`src/rtl/tsu_queue_reader.sv`:
```
// tsu_queue_reader: drains a tsu_queue timestamp FIFO into a 2-entry
// prefetch buffer and presents decoded entries on a valid/ready port.
//
// Ports:
//   q_rd_clk, q_rst_n        clock, synchronous active-low reset
//   q_rd_stat, q_rd_data     queue fill level and read data (data valid
//                            the cycle after q_rd_en)
//   q_rd_en                  single-cycle pop strobe to the queue
//   flush                    level; discard buffer and drain the queue
//   ts_valid, ts_ready       host handshake for the head entry
//   ts_msg, ts_seqid, ts_time  decoded head entry fields
//   rd_count, flush_count    wrapping delivered / discarded counters
//   busy                     read in flight or flush drain active
module tsu_queue_reader #(
    parameter int DEPTH_W = 8,
    parameter int CNT_W   = 16
) (
    input  logic               q_rd_clk,
    input  logic               q_rst_n,
    input  logic [DEPTH_W-1:0] q_rd_stat,
    input  logic [47:0]        q_rd_data,
    output logic               q_rd_en,
    input  logic               flush,
    input  logic               ts_ready,
    output logic               ts_valid,
    output logic [1:0]         ts_msg,
    output logic [15:0]        ts_seqid,
    output logic [29:0]        ts_time,
    output logic [CNT_W-1:0]   rd_count,
    output logic [CNT_W-1:0]   flush_count,
    output logic               busy
);

    typedef enum logic [1:0] {
        IDLE,
        FETCH,
        FLUSH
    } state_t;

    state_t      state;
    // pend: a pop was issued last cycle; its data arrives this cycle.
    // It doubles as "q_rd_en was high in the previous cycle", which is
    // exactly when q_rd_stat is still stale.
    logic        pend;
    logic [47:0] slot [2];
    logic        head;
    logic [1:0]  occ;

    logic             issue;
    logic             cap;
    logic             drop;
    logic             fire;
    logic             tail;
    logic [1:0]       occ_nxt;
    logic [CNT_W-1:0] flush_add;
    logic [2:0]       room;

    always_comb begin
        room  = {1'b0, occ} + {2'b00, pend};
        issue = 1'b0;
        if (q_rst_n && (q_rd_stat != '0) && !pend) begin
            if (flush) begin
                issue = 1'b1;
            end else begin
                issue = (state != FLUSH) && (room < 3'd2);
            end
        end

        ts_valid = (occ != 2'd0) && !flush && (state != FLUSH);
        fire     = ts_valid && ts_ready;
        cap      = pend && !flush && (state != FLUSH);
        drop     = pend && (flush || (state == FLUSH));
        tail     = head ^ occ[0];

        occ_nxt = occ;
        if (flush) begin
            occ_nxt = 2'd0;
        end else begin
            unique case (1'b1)
                cap && !fire: occ_nxt = occ + 2'd1;
                fire && !cap: occ_nxt = occ - 2'd1;
                default:      occ_nxt = occ;
            endcase
        end

        // Entries cleared by flush plus any beat that lands during flush.
        flush_add = CNT_W'(flush ? occ : 2'd0) + CNT_W'(drop);
    end

    // The pop decision uses the live fill level so the strobe lands in
    // the same cycle the queue reports non-empty.
    assign q_rd_en  = issue;
    assign ts_msg   = slot[head][47:46];
    assign ts_seqid = slot[head][45:30];
    assign ts_time  = slot[head][29:0];
    assign busy     = (state != IDLE);

    always_ff @(posedge q_rd_clk) begin
        if (!q_rst_n) begin
            state       <= IDLE;
            pend        <= 1'b0;
            head        <= 1'b0;
            occ         <= 2'd0;
            rd_count    <= '0;
            flush_count <= '0;
            for (int i = 0; i < 2; i++) begin
                slot[i] <= '0;
            end
        end else begin
            pend        <= issue;
            occ         <= occ_nxt;
            flush_count <= flush_count + flush_add;
            if (cap) begin
                slot[tail] <= q_rd_data;
            end
            if (fire) begin
                head     <= ~head;
                rd_count <= rd_count + CNT_W'(1);
            end
            if (flush) begin
                state <= FLUSH;
            end else begin
                unique case (state)
                    IDLE:    if (issue) state <= FETCH;
                    FETCH:   if (pend) state <= IDLE;
                    FLUSH:   if (!pend) state <= IDLE;
                    default: state <= IDLE;
                endcase
            end
        end
    end

endmodule

```
`config.mk`:
```
export PLATFORM = sky130hd
export DESIGN_NAME = tsu_queue_reader
export DESIGN_NICKNAME = d
export VERILOG_FILES = /design/src/rtl/tsu_queue_reader.sv
export SDC_FILE = /design/constraint.sdc
export NUM_CORES = 1
export LEC_CHECK = 0
export BUFFER_PORTS_ARGS = -buffer_cell sky130_fd_sc_hd__buf_2
export CORE_UTILIZATION = 53
export DETAILED_ROUTE_END_ITERATION = 7
export HOLD_SLACK_MARGIN = 0.06
export PLACE_DENSITY = 0.79
export SYNTH_ARGS = -nofsm -noshare
export SYNTH_HDL_FRONTEND = slang
export SYNTH_SLANG_ARGS = --single-unit
export TNS_END_PERCENT = 10
```
`constraint.sdc`:
```
create_clock -name q_rd_clk -period 7.35 [get_ports q_rd_clk]
set_input_delay 0.735 -clock q_rd_clk [delete_from_list [all_inputs] [get_ports q_rd_clk]]
set_output_delay 0.735 -clock q_rd_clk [all_outputs]
set_load 0.02 [all_outputs]
```
==> results by group, run 1 <==
Synth
  – Count leader, synth: and2_1
  – Ys flop type: edfxtp_1
  – Mapped Nets: roughly 530
  – Async set-or-reset flop fraction in the synthesized netlist: 0
  – Synth unique cells: between 40 and 50
  – Mapped Cells: about 470
  – Yosys top cell by area: edfxtp_1
  – Yosys reg bits: 135
  – Synth top area share: 0.487
  – EDFF count, synth: 96
  – Synthesized cell area: approximately 5900 um2
  – Register area share after synthesis: 0.619
  – Post-Syn Area per Cell: 12.7 um2
  – Largest cells by area after synthesis: edfxtp_1 49%, dfxtp_1 13%, and2_1 10%
  – Synth Warn #: 0
  – Synth cell count leaders: 97 x and2_1, 96 x edfxtp_1, 48 x mux2_2, 39 x dfxtp_1, 31 x nor2_1

Final layout
  – Layout area overhead: 24.0%
  – FF+latch area: about 3700 um2
  – Fin nets: ~670
  – Final Non-Filler Cells: roughly 760
  – FILL cells: 820
  – Antenna Cells: 0
  – Layout cell share with drive strength beyond 1: 0.370
  – Area of the multi-input gates: 2160 um2

Setup path
  – CP arrival: around 2600 ps
  – Critical R2R Launch: state[0]$_SDFFE_PP0P_
  – Critical Path Source Type: input pin
  – Worst path required time: about 6600 ps
  – Critical path endpoint category: primary output
  – Crit Path Category: in -> out
  – CP max FO: 36
  – Reg2reg end: flush_count[12]$_SDFF_PN0_
  – R2R cell count: 8
  – R2R Setup Slk: 4670 ps

Route
  – Final WL: between 10 and 15 mm
  – Vias per inst: around 5.3
  – Wire length per cell: roughly 15 um
  – DRT iter0 DRCs: ~190
  – # DRC: 0
  – Post-route ant nets: 0
  – Vias after detailed routing: 3996
  – Drt first pass iters: 4

Timing
  – Setup violators final: 0
  – Fin crit share: 0.447
  – RSZ-0062 raised after global routing: false
  – Final WS setup: between 4000 and 5000 ps
  – Worst Max-Slew Pin Slew: 980 ps
  – Fin. max-slew vios: 0
  – Hold Violations, Final: 0
  – Clk_skew: a little over 8 ps
  – Setup TNS: 0 ps
  – F_max: about 0.3 GHz
  – Fin crit period: approximately 3300 ps
  – Max-slew headroom: 0.342

Global routing
  – Tot GR Track Use: 0.211
  – Gr ovfl total: 0
  – First-pass GRT wire length: 18.5 mm
  – Initial antenna violation count: 0
  – Via count of the first global-routing pass: 3801
  – Largest net degree at the start of global routing: 49

CTS
  – Total CTS buffers: 17
  – H-tree depth: 4
  – CTS tree: done
  – Hold buffer count at cts: 0
  – Longest Clk Path Bufs: 2
  – Number of setup buffers added after CTS: 0
  – Worst-Skew Late Latency: about 520 ps
  – # resized after CTS: 0
  – # clock sinks: around 140
  – Clk root buf: clkbuf_8
  – CTS clk-pin slew, worst paths: approximately 60 ps

Placement
  – Post-place setup slack: just over 4000 ps
  – Gpl congestion: ~0.77
  – Inst Count DP: 727
  – Port buffer count: between 100 and 150
  – HPWL Detailed: roughly 7.3 mm

Power
  – Power per cell area: 243 nW/um2
  – Leak pwr: roughly 3 nW
  – Worst vdd ir: 132 uV

Floorplanning
  – FP Rows: 38
  – Full die area: ~12000 um2
  – Die span in x: ~110 um
  – Core Region: about 11000 um2
  – Starting Density: 0.546
  – Chip height: roughly 110 um
  – Top Ports: approximately 140

Hold path
  – Worst Hold Path Cells: 1
  – Hold Path End: state[0]$_SDFFE_PP0P_
  – Hold path start: state[1]$_SDFFE_PN0P_
  – HP Class: reg -> reg

Flow run
  – Max cap viols: 0

Status
  – Outcome: complete, no violations
==> worst max-delay path by stage <==
stage | start | endpoint | slack (ps) | cells after the start
after floorplan | flush | slot[0][0]$_SDFFCE_PN0P_ | 2120 | 3
after global placement | q_rst_n | q_rd_en | 4170 | 6
after detailed placement | q_rst_n | q_rd_en | 4090 | 6
after CTS | q_rst_n | q_rd_en | 4060 | 6
after global routing | q_rst_n | q_rd_en | 3780 | 6
final | q_rst_n | q_rd_en | 4070 | 6
==> report_power, final <==
group          leakage, nW  internal [mW]  switching, mW
combinational         1.42         0.0431         0.0682
sequential            1.31          0.841        0.00806
clock                0.292          0.524          0.302
==> critical path: stages <==
cell and delay, ps:
buf_2 170, clkinv_1 790, a21oi_1 370, o21ai_0 190, nor2_1 110, buf_2 170
==> layout by cell type, fill, tap and decap left out, types with 4 or more instances in the layout <==
master	instances
a21oi_1	16
dfxtp_1	38
nand3_1	6
clkbuf_8	5
mux2_2	48
and2_1	97
nand2_1	12
and3_1	4
edfxtp_1	96
o31ai_1	7
inv_1	5
buf_2	142
or4_1	7
xnor2_1	8
nand4_1	4
or3_1	8
o21ai_0	11
xor2_1	13
clkbuf_16	18
nor2_1	29
==> flip-flops by register name, summed over array words and instances, names as in the netlist, named ones only <==
name	flops
slot	96
head	1
occ	2
flush_count	16
rd_count	16
pend	1
state	2
==> stage by stage <==
stage | total power [mW] | hold WS (ps) | util | area (um2)
floorplan | 0.932 | 415 | - | 5920
global placement | 0.973 | 431 | 0.623 | 6760
detailed placement | 0.977 | 460 | 0.623 | 6760
CTS | 1.81 | 467 | 0.678 | 7340
global route | 1.85 | 471 | 0.678 | 7340
finish | 1.79 | 468 | 0.678 | 7340
==> final cells by class <==
cell class                      instances  area share
Multi-Input combinational cell        301       0.294
Clock inverter                          6     0.00801
Sequential cell                       135       0.499
Timing Repair Buffer                  145      0.0998
Tap cell                              140      0.0239
Inverter                                6     0.00307
Clock buffer                           26      0.0722
==> kinds of logic after synthesis <==
kind of cell	synth area share
buffers and inverters	0.0232
flip-flops	0.619
XOR/XNOR	0.0311
AO/OA/AOI/OAI	0.0384
multiplexers	0.0929
adder cells (fa/ha/maj)	0.0131
AND/OR/NAND/NOR	0.183
==> metal layers <==
layer	wire length, um	vias to the layer above	global-route usage
met5	0	-	0
met2	5870	122	0.350
met3	861	17	0.0775
li1	-	1939	-
met1	4890	1918	0.253
met4	142	0	0.0714
Power figures use the tool's default switching activity.
==> run 2, diff against run 1 <==
--- a/config.mk
+++ b/config.mk
@@ -6,10 +6,10 @@
 export NUM_CORES = 1
 export LEC_CHECK = 0
 export BUFFER_PORTS_ARGS = -buffer_cell sky130_fd_sc_hd__buf_2
-export CORE_UTILIZATION = 53
+export CORE_UTILIZATION = 48
 export DETAILED_ROUTE_END_ITERATION = 7
 export HOLD_SLACK_MARGIN = 0.06
-export PLACE_DENSITY = 0.79
+export PLACE_DENSITY = 0.76
 export SYNTH_ARGS = -nofsm -noshare
 export SYNTH_HDL_FRONTEND = slang
 export SYNTH_SLANG_ARGS = --single-unit
==> constraint.sdc (replaced) <==
create_clock -name q_rd_clk -period 3 [get_ports q_rd_clk]
set_input_delay 0.3 -clock q_rd_clk [delete_from_list [all_inputs] [get_ports q_rd_clk]]
set_output_delay 0.3 -clock q_rd_clk [all_outputs]
set_load 0.02 [all_outputs]
==> run 2 against run 1 <==
  * Sequential share of layout area is 0.40 points lower
  * Highest routed layer unchanged
  * Clock power is 140% higher
  * Die area is 10% higher
  * Final area is 0.82% higher
  * Sequential power is 140% higher
  * Via count is 0.75% higher
  * Global-route usage is 1.8 points lower
  * Wire length is 1.2% higher
  * Largest cell class unchanged
==> results by group, run 2 (same netlist as run 1, synthesis figures left out) <==
Final layout
  – Fin nets: 675 (+0.60%)
  – Highest-count cells in the layout ignoring fill and taps: 142 x buf_2, 97 x and2_1, 96 x edfxtp_1
  – Largest Register: slot
  – Most common cell after layout, fill and taps aside: buf_2
  – Post-layout util: 0.616 (-0.0611)
  – Max reg flops: 96 (unchanged)
  – Layout area overhead: 25.0%
  – Top Registers: slot: 96 flops, flush_count: 16 flops, rd_count: 16 flops
  – Layout cell share with drive strength beyond 1: 0.369 (-0.000770)

Setup path
  – Reg2reg end: flush_count[12]$_SDFF_PN0_
  – Largest stage delay, worst path: 440 ps (-350 ps)
  – Crit Path Category: reg -> reg
  – Crit path depth: 8 (+2)
  – CP Cell Sequence: and2b_1 > o21ai_0 > fa_1 > fa_1 > and4b_1 > nand4_1 > xor2_1 > nor2_1
  – Critical path endpoint category: flip-flop
  – R2R cell count: 8 (unchanged)
  – Critical R2R Launch: state[0]$_SDFFE_PP0P_
  – CP max FO: 12 (-67%)
  – CP arrival: 2840 ps (+290 ps)
  – Most used cell, CP: fa_1
  – Critical Path Source Type: flip-flop
  – Delay-heaviest family, CP: simple AND/OR/NAND/NOR gates
  – Worst path required time: 3290 ps (-3320 ps)
  – Slowest library cell on the worst path: fa_1
  – R2R Setup Slk: 450 ps (-4220 ps)
  – Bufs and invs on worst path: 0 (-3)

Floorplanning
  – Top Ports: 143 (unchanged)
  – Chip height: 113 um (+5.0%)
  – Full die area: 12800 um2 (+10%)
  – FP Rows: 40 (+5.3%)
  – Die span in x: 113 um (+5.0%)
  – Starting Density: 0.493 (-0.0533)
  – Core Region: 12000 um2 (+11%)

Placement
  – Post-place setup slack: 480 ps (-3610 ps)
  – Port buffer count: 142 (unchanged)
  – HPWL Detailed: 7.39 mm (+0.53%)
  – Gpl congestion: 0.842 (+10%)

Power
  – Worst vdd ir: 310 uV (+130%)
  – Leak pwr: 3.04 nW (+0.70%)
  – Power per cell area: 589 nW/um2 (+140%)
  – Design Power: 4.36 mW (+140%)

Route
  – # DRC: 0 (unchanged)
  – Final WL: 11.9 mm (+1.2%)
  – Post-route ant nets: 0 (unchanged)
  – Wire length per cell: 15.4 um (-0.38%)
  – Vias per inst: 5.22 (-0.82%)
  – DRT iter0 DRCs: 212 (+15%)
  – Drt first pass iters: 4 (unchanged)
  – Vias after detailed routing: 4026 (+0.75%)

Timing
  – Worst Max-Slew Pin Slew: 608 ps (-373 ps)
  – Setup violators final: 0 (unchanged)
  – Fin. max-slew vios: 0 (unchanged)
  – RSZ-0062 raised after global routing: false
  – F_max: 0.392 GHz
  – Fin crit share: 0.850
  – Max-slew headroom: 0.595 (+0.253)
  – Hold Violations, Final: 0 (unchanged)
  – Clk_skew: 5.99 ps (-2.27 ps)
  – Fin crit period: 2550 ps
  – Final WS setup: 449 ps (-3620 ps)
  – WHS: 173 ps (-294 ps)

Global routing
  – Via count of the first global-routing pass: 3856 (+1.4%)
  – Initial antenna violation count: 0 (unchanged)
  – Gr ovfl total: 0 (unchanged)
  – Largest net degree at the start of global routing: 49 (unchanged)
  – First-pass GRT wire length: 18.8 mm (+1.4%)
  – Tot GR Track Use: 0.194 (-0.0176)

CTS
  – # clock sinks: 135 (unchanged)
  – CTS tree: done
  – Worst-Skew Late Latency: 410 ps (-110 ps)
  – H-tree depth: 4 (unchanged)
  – Hold buffer count at cts: 0 (unchanged)
  – Number of setup buffers added after CTS: 0 (unchanged)
  – Clk root buf: clkbuf_16
  – Longest Clk Path Bufs: 2 (unchanged)
  – Total CTS buffers: 17 (unchanged)
  – # resized after CTS: 0 (unchanged)
  – CTS clk-pin slew, worst paths: 60 ps (about the same)

Hold path
  – Hold path start: q_rd_data[43]
  – Hold Path End: slot[0][43]$_SDFFCE_PN0P_
  – HP Class: in -> reg
  – Worst Hold Path Cells: 2 (+1)

Flow run
  – Max cap viols: 0 (unchanged)

Status
  – Outcome: complete, no violations
-- run 2: worst max path at each step --
stage / start / endpoint / slack (ps)
2_1_floorplan: state[0]$_SDFFE_PP0P_ / slot[0][0]$_SDFFCE_PN0P_ / -720
3_3_place_gp: state[0]$_SDFFE_PP0P_ / flush_count[12]$_SDFF_PN0_ / 520
3_5_place_dp: state[0]$_SDFFE_PP0P_ / flush_count[12]$_SDFF_PN0_ / 480
4_1_cts: state[0]$_SDFFE_PP0P_ / flush_count[12]$_SDFF_PN0_ / 440
5_1_grt: state[0]$_SDFFE_PP0P_ / flush_count[12]$_SDFF_PN0_ / 270
6_report: state[0]$_SDFFE_PP0P_ / flush_count[12]$_SDFF_PN0_ / 450
-- run 2: per-layer routing --
layer  GRT usage  part of all wire
met1       0.235              0.43
met2       0.320              0.49
met3      0.0584             0.067
met4      0.0868             0.013
met5           0                 0
-- run 2: worst reg2reg max path: stages (launching register included) --
cell and delay (ps):
dfxtp_1 320, and2b_1 390, o21ai_0 170, fa_1 440, fa_1 440, and4b_1 350, nand4_1 120, xor2_1 150
nor2_1 50
-- run 2: per-stage QoR --
step,setup TNS (ps),cell area [um2],instances
6_report,0,7400,771
4_1_cts,0,7400,770
2_1_floorplan,-69370,5920,467
3_3_place_gp,0,6830,738
3_5_place_dp,0,6830,738
5_1_grt,0,7400,770
-- run 2: layout make-up --
cell class                 instances  area (um2)
fill                             961        4610
sequential                       135        3660
multi-input combinational        301        2160
timing repair buffer             149         801
clock buffer                      20         437
tap                              147         184
clock inverter                    12         134
inverter                           6        22.5
antenna                            1        2.50
-- run 2: report_power, final --
part	switching (mW)	internal [mW]
clock network	0.715	1.29
registers	0.0208	2.06
logic	0.168	0.112
total	0.904	3.46
==> run 3, diff against run 2 <==
==> config.mk (replaced) <==
export PLATFORM = sky130hd
export DESIGN_NAME = tsu_queue_reader
export DESIGN_NICKNAME = d
export VERILOG_FILES = /design/src/rtl/tsu_queue_reader.sv
export SDC_FILE = /design/constraint.sdc
export NUM_CORES = 1
export LEC_CHECK = 0
export CORE_UTILIZATION = 53
export DETAILED_ROUTE_END_ITERATION = 7
export DONT_BUFFER_PORTS = 1
export HOLD_SLACK_MARGIN = 0.06
export PLACE_DENSITY = 0.71
export RECOVER_POWER = 50
export SYNTH_ARGS = -nofsm -noshare
export SYNTH_HDL_FRONTEND = slang
export SYNTH_SLANG_ARGS = --single-unit
export TNS_END_PERCENT = 10
==> run 3 against run 2 <==
  * Register-to-register slack got worse by 180 ps
  * Critical path depth fell by 4
  * Sequential cell count did not move
  * Setup slack got worse by 180 ps
  * Largest cell class unchanged
==> results by group, run 3 (same netlist as run 1, synthesis figures left out) <==
Timing
  – WHS: 95.1 ps (-78.3 ps)
  – Worst Max-Slew Pin Slew: 1320 ps (+708 ps)
  – F_max: 0.366 GHz (-6.6%)
  – Fin crit period: 2730 ps (+180 ps)
  – Clk_skew: 8.23 ps (+2.25 ps)
  – Hold Violations, Final: 0 (unchanged)
  – Fin crit share: 0.910 (+0.0599)
  – RSZ-0062 raised after global routing: false
  – Fin. max-slew vios: 0 (unchanged)
  – Final WS setup: 270 ps (-180 ps)
  – Max-slew headroom: 0.123 (-0.472)
  – Setup violators final: 0 (unchanged)

CTS
  – Clk root buf: clkbuf_8
  – Number of setup buffers added after CTS: 0 (unchanged)
  – Longest Clk Path Bufs: 2 (unchanged)
  – CTS clk-pin slew, worst paths: 60 ps (about the same)
  – # clock sinks: 135 (unchanged)
  – H-tree depth: 4 (unchanged)
  – Worst-Skew Late Latency: 510 ps (+100 ps)
  – # resized after CTS: 0 (unchanged)
  – Total CTS buffers: 17 (unchanged)
  – CTS tree: done

Power
  – Combinational share of power: 0.058 (-0.006)
  – Worst vdd ir: 306 uV (-1.6%)
  – Switching Fraction: 0.220 (+0.0125)
  – Clock power share: 0.455 (-0.004)
  – Power per cell area: 599 nW/um2 (+1.5%)
  – Net switching power: 0.940 mW (+3.9%)
  – Power share of the sequential group: 0.488 (+0.011)
  – Internal: 3.34 mW (-3.5%)
  – Leak pwr: 2.60 nW (-15%)

Global routing
  – Gr ovfl total: 0 (unchanged)
  – First-pass GRT wire length: 18.5 mm (-1.6%)
  – Initial antenna violation count: 0 (unchanged)
  – Largest net degree at the start of global routing: 49 (unchanged)
  – Tot GR Track Use: 0.212 (+0.0187)
  – Via count of the first global-routing pass: 3761 (-2.5%)

Final layout
  – Layout area overhead: 20.7%
  – Post-layout util: 0.660 (+0.0432)
  – FF+latch area: 3660 um2 (about the same)
  – Area of the multi-input gates: 2140 um2 (-0.87%)
  – Fin nets: 583 (-14%)
  – Most common cell after layout, fill and taps aside: edfxtp_1
  – Top Registers: slot: 96 flops, flush_count: 16 flops, rd_count: 16 flops
  – Highest-count cells in the layout ignoring fill and taps: 96 x edfxtp_1, 82 x and2_1, 50 x dlygate4sd3_1
  – Antenna Cells: 0 (-1)
  – Largest Register: slot
  – Layout cell share with drive strength beyond 1: 0.134 (-0.235)
  – FILL cells: 826 (-14%)
  – Max reg flops: 96 (unchanged)

Setup path
  – Critical R2R Launch: state[0]$_SDFFE_PP0P_
  – CP arrival: 2850 ps (about the same)
  – CP max FO: 48 (+36)
  – Critical Path Source Type: flip-flop
  – Worst path required time: 3120 ps (-170 ps)
  – Crit Path Category: reg -> reg
  – R2R Setup Slk: 270 ps (-180 ps)
  – CP Capture Point: slot[0][39]$_SDFFCE_PN0P_
  – Worst Setup SP: state[0]$_SDFFE_PP0P_
  – Reg2reg end: slot[0][39]$_SDFFCE_PN0P_
  – Critical path endpoint category: flip-flop
  – R2R cell count: 4 (-4)

Floorplanning
  – FP Rows: 38 (-5.0%)
  – Full die area: 11600 um2 (-9.3%)
  – Die span in x: 108 um (-4.7%)
  – Chip height: 108 um (-4.7%)
  – Starting Density: 0.546 (+0.0533)
  – Top Ports: 143 (unchanged)
  – Core Region: 10800 um2 (-9.7%)

Status
  – Outcome: complete, no violations

Hold path
  – Worst Hold Path Cells: 3 (+1)
  – HP Class: in -> reg
  – Hold path start: flush

Flow run
  – Max cap viols: 0 (unchanged)

Route
  – Wire length per cell: 17.3 um (+12%)
  – Drt first pass iters: 4 (unchanged)
  – Vias after detailed routing: 3695 (-8.2%)
  – DRT iter0 DRCs: 122 (-42%)
  – # DRC: 0 (unchanged)
  – Final WL: 11.6 mm (-2.4%)
  – Vias per inst: 5.51 (+5.5%)
  – Post-route ant nets: 0 (unchanged)

Placement
  – Post-place setup slack: 435 ps (-45.7 ps)
  – Port buffer count: 0 (-100%)
  – HPWL Detailed: 7.07 mm (-4.3%)
  – Gpl congestion: 0.731 (-13%)
-- run 3: worst min-delay path by stage --
| stage | end |
|---|---|
| after CTS | flush_count[0]$_SDFF_PN0_ |
| after global routing | flush_count[0]$_SDFF_PN0_ |
| after global placement | state[0]$_SDFFE_PP0P_ |
| after detailed placement | state[1]$_SDFFE_PN0P_ |
| final | flush_count[0]$_SDFF_PN0_ |
| after floorplan | state[0]$_SDFFE_PP0P_ |
-- run 3: final cells by class --
class	instances	area share
tap	140	0.0245
multi-input combinational	301	0.299
clock buffer	22	0.0709
inverter	6	0.00315
sequential	135	0.512
clock inverter	10	0.00840
timing repair buffer	57	0.0814
-- run 3: power by group through the flow --
stage               combinational, mW  clock [mW]  sequential (mW)
CTS                             0.262        1.98             2.09
floorplan                       0.160           0             2.12
global placement                0.200           0             2.12
global route                    0.266        2.06             2.09
detailed placement              0.201           0             2.12
finish                          0.247        1.95             2.09
-- run 3: worst max-delay path, cell delays in order (launching register included) --
cell,delay (ps)
dfxtp_1,340
and2b_1,290
or3b_1,530
o21ai_4,150
clkbuf_2,980
-- run 3: per-layer routing --
metal  global-route usage  up-vias  share of wire
met5                    0        -              0
met4               0.0861        0          0.013
met3               0.0684       16          0.060
met2                0.361      111           0.50
met1                0.247     1800           0.43
li1                     -     1768              -
-- run 3: what timing repair did --
action / 4_1_cts / 5_1_grt
endpoints found under the hold margin: 102 / 0
endpoints found under the setup margin: 0 / 0
hold buffers: 50 / 0
-- run 3: through the flow --
step	setup TNS [ps]	area [um2]	total power, mW	cells
floorplan	-69370	5920	2.28	467
global placement	0	6140	2.32	589
detailed placement	0	6140	2.33	589
CTS	0	7200	4.32	671
global route	0	7150	4.42	671
finish	0	7150	4.28	671
